**config.mk**
```make
export PLATFORM = sky130hd
export DESIGN_NAME = halton_pair_buffer
export DESIGN_NICKNAME = d
export VERILOG_FILES = /design/src/rtl/halton_pair_buffer.sv
export SDC_FILE = /design/constraint.sdc
export NUM_CORES = 1
export LEC_CHECK = 0
export CORE_MARGIN = 2
export CORE_UTILIZATION = 48
export DETAILED_ROUTE_END_ITERATION = 10
export PLACE_DENSITY_LB_ADDON = 0.3
export SYNTH_ARGS = -nofsm -noshare
export SYNTH_HDL_FRONTEND = slang
export SYNTH_SLANG_ARGS = --single-unit
```
**constraint.sdc**
```tcl
create_clock -name clk -period 4.5 [get_ports clk]
set_clock_uncertainty 0.1 [all_clocks]
set_input_delay 1.125 -clock clk [delete_from_list [all_inputs] [get_ports clk]]
set_output_delay 1.125 -clock clk [all_outputs]
set_load 0.1 [all_outputs]
```
**src/rtl/halton_pair_buffer.sv**
```systemverilog
// rtl/halton_pair_buffer.sv - credit-throttled FIFO between the Halton point generator and its consumer
// Pops are only issued while buffered plus in-flight points fit, so no return is ever overwritten.
module halton_pair_buffer #(
  parameter int DEPTH = 4,
  parameter int WIDTH = 32
) (
  input  logic                     clk,
  input  logic                     rst,
  input  logic                     enable,
  input  logic                     reseed_req,
  input  logic [31:0]              seed_in,
  output logic                     gen_pop_enable,
  output logic                     gen_reseed_enable,
  output logic [31:0]              gen_seed,
  input  logic                     gen_valid,
  input  logic [WIDTH-1:0]         gen_out_0,
  input  logic [WIDTH-1:0]         gen_out_1,
  output logic                     m_valid,
  input  logic                     m_ready,
  output logic [WIDTH-1:0]         m_x,
  output logic [WIDTH-1:0]         m_y,
  output logic [$clog2(DEPTH):0]   level,
  output logic                     overflow
);

  localparam int AW = $clog2(DEPTH);
  localparam int CW = AW + 1;
  localparam logic [AW-1:0] PTR_ONE = 1;

  logic [WIDTH-1:0] mem_x [DEPTH];
  logic [WIDTH-1:0] mem_y [DEPTH];
  logic [AW-1:0]    wr_ptr;
  logic [AW-1:0]    rd_ptr;
  logic [CW-1:0]    outstanding;
  logic [CW-1:0]    discard;

  logic          rd_fire;
  logic          full;
  logic          drop_stale;
  logic          stray;
  logic          ret_ok;
  logic          wr_fire;
  logic          overflow_set;
  logic          pop_next;
  logic [CW:0]   credit_sum;

  assign rd_fire    = m_valid && m_ready;
  assign full       = (level == CW'(DEPTH));
  assign drop_stale = gen_valid && (discard != '0);
  // A return nobody asked for is an upstream protocol error, never buffered.
  assign stray      = gen_valid && (discard == '0) && (outstanding == '0);
  assign ret_ok     = gen_valid && (discard == '0) && (outstanding != '0);
  assign wr_fire    = ret_ok && (!full || rd_fire);

  assign overflow_set = stray || (ret_ok && full && !rd_fire && !reseed_req);

  // outstanding already counts the pop registered this cycle, so the sum is the
  // worst-case occupancy once everything in flight has landed.
  assign credit_sum = {1'b0, level} + {1'b0, outstanding};
  assign pop_next   = enable && !reseed_req && (credit_sum < (CW+1)'(DEPTH));

  always_ff @(posedge clk) begin
    if (rst) begin
      gen_pop_enable    <= 1'b0;
      gen_reseed_enable <= 1'b0;
      gen_seed          <= '0;
      wr_ptr            <= '0;
      rd_ptr            <= '0;
      level             <= '0;
      outstanding       <= '0;
      discard           <= '0;
      overflow          <= 1'b0;
    end else begin
      gen_pop_enable    <= pop_next;
      gen_reseed_enable <= reseed_req;
      if (reseed_req) begin
        gen_seed <= seed_in;
      end
      if (overflow_set) begin
        overflow <= 1'b1;
      end
      if (reseed_req) begin
        wr_ptr      <= '0;
        rd_ptr      <= '0;
        level       <= '0;
        outstanding <= '0;
        // Earlier pending discards are kept so back-to-back reseeds stay exact.
        discard     <= discard - CW'(drop_stale) + outstanding - CW'(ret_ok);
      end else begin
        if (wr_fire) begin
          wr_ptr <= wr_ptr + PTR_ONE;
        end
        if (rd_fire) begin
          rd_ptr <= rd_ptr + PTR_ONE;
        end
        level       <= level + CW'(wr_fire) - CW'(rd_fire);
        outstanding <= outstanding + CW'(pop_next) - CW'(ret_ok);
        discard     <= discard - CW'(drop_stale);
      end
    end
  end

  always_ff @(posedge clk) begin
    if (!rst && !reseed_req && wr_fire) begin
      mem_x[wr_ptr] <= gen_out_0;
      mem_y[wr_ptr] <= gen_out_1;
    end
  end

  assign m_valid = (level != '0);
  assign m_x     = m_valid ? mem_x[rd_ptr] : '0;
  assign m_y     = m_valid ? mem_y[rd_ptr] : '0;

endmodule

```
Word level (Yosys, flattened, before mapping)
Memories as Yosys holds them, arrays and structs flattened. A register that Yosys moved wholly into a read port is not among the register bits.
Index checks and enable logic that the tools add are counted.
{ "op_classes": {"n_addsub": 10, "n_mul": 0, "n_div": 0, "magnitude_cmp": 1, "eq_ne": 1, "n_shift": 0, "muxes": 9, "bitwise_logic": 0, "reduce_logical": 25} }
{ "ops": {"columns": ["operator", "n"], "rows": [
  ["2-to-1 mux 32 bit", 2],
  ["logical AND 1 bit", 13],
  ["subtractor 3 x 1 -> 3 bit", 4],
  ["nonzero test 3 bit", 3],
  ["2-to-1 mux 2 bit", 4],
  ["adder 3 x 1 -> 3 bit", 2],
  ["logical NOT 3 bit", 2],
  ["adder 2 x 1 -> 2 bit (second input constant)", 2],
  ["adder 3 x 3 -> 4 bit", 1],
  ["logical NOT 1 bit", 4],
  ["less-than comparator 4 x 3 -> 1 bit (second input constant)", 1],
  ["adder 3 bit", 1],
  ["== test 3 bit (second input constant)", 1],
  ["2-to-1 mux 3 bit", 1],
  ["logical OR 1 bit", 2],
  ["2-to-1 mux 1 bit", 2],
  ["OR reduction 2 bit", 1]
]} }
{ "totals": {"regBits": 48, "latchBits": 0, "ramBits": 256, "romBits": 0, "in_bits": 102, "output_inout_bits": 103, "word_cells": 57, "memories": 2} }
{ "memory_table": {"columns": ["memory", "words", "word_bits", "rd", "rd_clocked_by_memory_dff", "wr", "line_no", "rtl"], "rows": [
  ["mem_x", 4, 32, 1, 1, 1, "30", "logic [WIDTH-1:0] mem_x [DEPTH];"],
  ["mem_y", 4, 32, 1, 1, 1, "31", "logic [WIDTH-1:0] mem_y [DEPTH];"]
]} }

Longest topological paths before layout
{ "depth": {"word_depth": 7, "depth_mapped": 10, "depth_no_buf": 10} }

Worst setup path after synthesis
No wires, ideal clock.
{ "synth_timing": {"path_type": "reg-to-output", "start": "register level[1]", "end": "output port m_y[22]", "arrival_time_ps": 3122, "required_time_ps": 3275, "slack_ps": 153, "stages_incl_launch_ff": 4, "n_path_buf": 1, "path_cell_list": "dfxtp_1 > or3_1 > clkbuf_1 > and2_1"} }
{ "synth_via": {"elab_chain_cells": 2} }
{ "synth_rtl": {"columns": ["item", "line_no", "rtl"], "rows": [
  ["from (decl)", "22", "output logic [$clog2(DEPTH):0] level,"],
  ["from (signal assigned)", "96", "level <= level + CW'(wr_fire) - CW'(rd_fire);"],
  ["nonzero test 3 bit", "110", "assign m_valid = (level != '0);"],
  ["net m_valid", "18", "output logic m_valid,"],
  ["2-to-1 mux 32 bit", "112", "assign m_y = m_valid ? mem_y[rd_ptr] : '0;"],
  ["to (decl)", "21", "output logic [WIDTH-1:0] m_y,"]
]} }
The timed path passes the listed nets, and every way through them passes these cells.

==> report_table.html <==
<table>
<tr><th>Metric</th><th>Value</th></tr>
<tr><th colspan="2">Global route</th></tr>
<tr><td>Wire length of the first global-routing pass</td><td>between 30 and 40 mm</td></tr>
<tr><td>Overall fraction of global-route tracks in use</td><td>0.182</td></tr>
<tr><td>Pin count of the biggest net entering global routing</td><td>65</td></tr>
<tr><td>Via count of the first global-routing pass</td><td>6,831</td></tr>
<tr><td>Remaining global-route overflow</td><td>0</td></tr>
<tr><td>Initial antenna violation count</td><td>0</td></tr>
<tr><th colspan="2">STA</th></tr>
<tr><td>Worst slew margin relative to its limit</td><td>0.283</td></tr>
<tr><td>Slew Limit Fails</td><td>0</td></tr>
<tr><td>Final WS setup</td><td>~660 ps</td></tr>
<tr><td>Post-Route Hold Slack</td><td>approximately 400 ps</td></tr>
<tr><td>Total Negative Setup Slacks</td><td>0 ps</td></tr>
<tr><td>Worst Max-Slew Pin Slew</td><td>between 1000 and 1500 ps</td></tr>
<tr><td>Clock period minus worst slack</td><td>a little under 4000 ps</td></tr>
<tr><td>Number of endpoints with negative hold slack in the final report</td><td>0</td></tr>
<tr><td>Achievable Freq</td><td>260 MHz</td></tr>
<tr><td>Final setup violation count</td><td>0</td></tr>
<tr><td>Setup repair after global routing missed its margin</td><td>false</td></tr>
<tr><td>Final worst path period share</td><td>0.854</td></tr>
<tr><th colspan="2">Drt</th></tr>
<tr><td>Wire length reported by the detailed router</td><td>roughly 23 mm</td></tr>
<tr><td>Initial drt markers</td><td>roughly 360</td></tr>
<tr><td>Routed wire per std cell</td><td>roughly 20 um</td></tr>
<tr><td>Count of vias placed by the detailed router</td><td>6,212</td></tr>
<tr><td>Average vias per placed instance</td><td>~5.2</td></tr>
<tr><td>Antenna viol nets, final</td><td>0</td></tr>
<tr><td>Drc violations</td><td>0</td></tr>
<tr><td>Detailed-routing iteration count for the pre-antenna-repair pass</td><td>4</td></tr>
<tr><th colspan="2">Placed design</th></tr>
<tr><td>Placed standard-cell area</td><td>about 0.014 mm2</td></tr>
<tr><td>Detailed Place HPWL</td><td>about 15 mm</td></tr>
<tr><td>Place WS</td><td>around 430 ps</td></tr>
<tr><td>Number of port buffers</td><td>204</td></tr>
<tr><td>Placed Instances</td><td>between 1,000 and 1,500</td></tr>
<tr><td>Final RePlAce weighted congestion</td><td>about 0.8</td></tr>
<tr><th colspan="2">Die</th></tr>
<tr><td>Core Footprint</td><td>between 0.02 and 0.025 mm2</td></tr>
<tr><td>FP Rows</td><td>57</td></tr>
<tr><td>Area of the die</td><td>between 0.02 and 0.03 mm2</td></tr>
<tr><td>Number of ports placed on the die boundary</td><td>just over 200</td></tr>
<tr><td>Die Span X</td><td>about 160 um</td></tr>
<tr><td>Initial core utilization</td><td>0.486</td></tr>
<tr><td>Die height</td><td>161 um</td></tr>
<tr><th colspan="2">Logic synthesis</th></tr>
<tr><td>Number of distinct library cells after synthesis</td><td>33</td></tr>
<tr><td>Cell area after synthesis</td><td>about 0.012 mm2</td></tr>
<tr><td>Proportion of synthesized chip area in sequential cells</td><td>0.737</td></tr>
<tr><td>Syn Nets</td><td>738</td></tr>
<tr><td>Post-synthesis sequential element count</td><td>between 300 and 400</td></tr>
<tr><td>Yosys warning count</td><td>0</td></tr>
<tr><td>Synth Area per Inst</td><td>between 15 and 20 um2</td></tr>
<tr><td>Count of mapped cells out of synthesis</td><td>620</td></tr>
<tr><th colspan="2">Worst hold path</th></tr>
<tr><td>Cell count of the worst hold path</td><td>2</td></tr>
<tr><td>Path category of the worst min-delay check</td><td>reg2reg</td></tr>
<tr><th colspan="2">CTS</th></tr>
<tr><td>Setup fix buffers added after clock tree synthesis</td><td>0</td></tr>
<tr><td>TritonCTS clock tree</td><td>yes</td></tr>
<tr><td>Maximum level of the CTS H-tree</td><td>1</td></tr>
<tr><td>Post-cts repair resize count</td><td>0</td></tr>
<tr><td>Cell at the root of the clock tree</td><td>clkbuf_16</td></tr>
<tr><td>Number of buffers created by CTS</td><td>30</td></tr>
<tr><td>CTS clock-pin slew for the worst setup and hold paths</td><td>~60 ps</td></tr>
<tr><td>Total of hold buffers inserted after clock tree synthesis</td><td>0</td></tr>
<tr><td>Clock insertion delay at the later pin of the skew report</td><td>between 500 and 600 ps</td></tr>
<tr><td>Clk sinks</td><td>306</td></tr>
<tr><td>Maximum count of clock buffers along a single path</td><td>3</td></tr>
<tr><th colspan="2">Pwr</th></tr>
<tr><td>Peak VDD IR</td><td>around 0.29 mV</td></tr>
<tr><td>Tot Pwr</td><td>6.74 mW</td></tr>
<tr><td>Reported leakage power</td><td>5.26 nW</td></tr>
<tr><td>Pwr dens</td><td>~440 mW/mm2</td></tr>
<tr><th colspan="2">Finish</th></tr>
<tr><td>Fillers</td><td>1,715</td></tr>
<tr><td>Layout overhead on the synthesized area</td><td>28.5%</td></tr>
<tr><td>Final Core Density</td><td>0.625</td></tr>
<tr><td># nets final</td><td>954</td></tr>
<tr><td>Fraction of layout cells with a size suffix above 1</td><td>0.230</td></tr>
<tr><td>Non-Filler Cell Area, Final</td><td>0.0152 mm2</td></tr>
<tr><td>Non-Filler Instances</td><td>1,185</td></tr>
<tr><th colspan="2">Worst setup path</th></tr>
<tr><td>Setup crit start kind</td><td>register</td></tr>
<tr><td>Critical path data required time</td><td>around 3300 ps</td></tr>
<tr><td>Critical path peak fanout</td><td>45</td></tr>
<tr><td>Crit path arrival time</td><td>~2600 ps</td></tr>
<tr><td>Type of destination of the critical path</td><td>output pin</td></tr>
<tr><td>Worst Reg-to-Reg Cells</td><td>10</td></tr>
<tr><td>Category of the critical setup timing path</td><td>reg2out</td></tr>
<tr><th colspan="2">Run</th></tr>
<tr><td>Max Cap Viol</td><td>0</td></tr>
<tr><th colspan="2">Status</th></tr>
<tr><td>Outcome</td><td>complete, no violations</td></tr>
</table>
where the power goes:
group | internal (mW) | switching, mW | total (mW)
Combinational | 0.325 | 0.678 | 1.00
Sequential | 3.11 | 0.0361 | 3.15
Clock | 1.59 | 0.990 | 2.59
cell type report:
cell class | instances | area (um2) | area share
inverters | 12 | 45.0 | 0.00297
multi-input cells | 270 | 2940 | 0.194
clock buffers | 35 | 791 | 0.0522
flip-flops and latches | 306 | 8700 | 0.574
repair buffers | 216 | 2030 | 0.134
clock inverters | 21 | 253 | 0.0167
well taps | 324 | 405 | 0.0267
diodes | 1 | 2.50 | 0.000165
cells in the final DEF (no fill, tap or decap), types with 2 or more instances in the layout:
cell / Yosys / routed
nand2_1: 2 / 2
a21oi_1: 5 / 5
buf_12: 0 / 5
clkinv_1: 0 / 7
xor2_1: 4 / 4
inv_1: 12 / 12
clkbuf_1: 19 / 4
nor4b_1: 2 / 2
buf_4: 0 / 71
nor3_1: 3 / 3
mux2i_1: 32 / 32
fa_1: 3 / 3
o31ai_1: 3 / 3
dfxtp_1: 50 / 48
mux4_2: 64 / 64
clkinv_2: 0 / 6
nor2_1: 45 / 45
and2_1: 72 / 68
xnor2_1: 5 / 5
ha_1: 13 / 13
clkbuf_16: 0 / 31
or4b_1: 2 / 2
edfxtp_1: 256 / 256
bufinv_16: 0 / 6
and2_4: 0 / 4
nand4_1: 2 / 2
clkdlybuf4s50_1: 0 / 139
dfxtp_4: 0 / 2
cell usage after synthesis, drive strengths merged:
| cell type | count | share of area |
|---|---|---|
| a21oi | 5 | 0.0021 |
| a22o | 1 | 0.00074 |
| a311oi | 1 | 0.0013 |
| and2 | 72 | 0.038 |
| and3 | 1 | 0.00053 |
| buf | 13 | 0.0052 |
| clkbuf | 19 | 0.0060 |
| dfxtp | 50 | 0.085 |
| edfxtp | 256 | 0.65 |
| fa | 3 | 0.0051 |
| ha | 13 | 0.014 |
| inv | 12 | 0.0038 |
| mux2i | 32 | 0.027 |
| mux4 | 64 | 0.12 |
| nand2 | 2 | 0.00064 |
| nand4 | 2 | 0.0011 |
| nor2 | 45 | 0.014 |
| nor2b | 1 | 0.00053 |
| nor3 | 3 | 0.0013 |
| nor4 | 1 | 0.0011 |
| nor4b | 2 | 0.0015 |
| o21ai | 1 | 0.00042 |
| o311ai | 1 | 0.00074 |
| o31a | 1 | 0.00085 |
| o31ai | 3 | 0.0019 |
| or2 | 1 | 0.00053 |
| or3 | 2 | 0.0011 |
| or4b | 3 | 0.0025 |
| xnor2 | 5 | 0.0037 |
| xor2 | 4 | 0.0030 |
| xor3 | 1 | 0.0020 |
layer usage:
metal | track usage | vias up | part of all wire
met5 | 0 | - | 0
met3 | 0.0431 | 34 | 0.076
li1 | - | 2841 | -
met2 | 0.320 | 236 | 0.50
met1 | 0.231 | 3101 | 0.41
met4 | 0.0418 | 0 | 0.018
worst max-delay path, stage by stage, from the launching register on:
cell,delay (ps)
dfxtp_4,630
buf_12,380
mux4_2,570
and2_1,200
buf_4,240
registers in the layout, summed over array words and instances (netlist names), named ones only:
register	cells
rd_ptr	2
level	3
wr_ptr	2
gen_pop_enable	1
gen_reseed_enable	1
gen_seed	32
outstanding	3
mem_x	128
discard	3
mem_y	128
overflow	1
path summary, 6_finish.rpt:
check	startpoint	to	slack, ps
setup / recovery	register	m_y[11]	660
hold / removal	gen_seed[27]$_SDFFE_PP0P_	gen_seed[27]$_SDFFE_PP0P_	400
setup reg to reg	level[2]$_SDFF_PP0_	outstanding[2]$_SDFF_PP0_	1480
hold reg to reg	gen_seed[27]$_SDFFE_PP0P_	gen_seed[27]$_SDFFE_PP0P_	400
cell families (layout without fill, tap and decap cells):
group / Yosys count / count (layout) / share of synthesized area
DFF: 306 / 306 / 0.737
adders and majority gates: 16 / 16 / 0.0189
muxes: 96 / 96 / 0.149
other: 0 / 1 / 0
AOI/OAI and AO/OA: 13 / 13 / 0.00806
buffers and inverters: 44 / 284 / 0.0151
and+or+nand+nor: 135 / 135 / 0.0632
xor gates and xnor gates: 10 / 10 / 0.00870
Note: power is estimated with default switching activity, not from simulation.
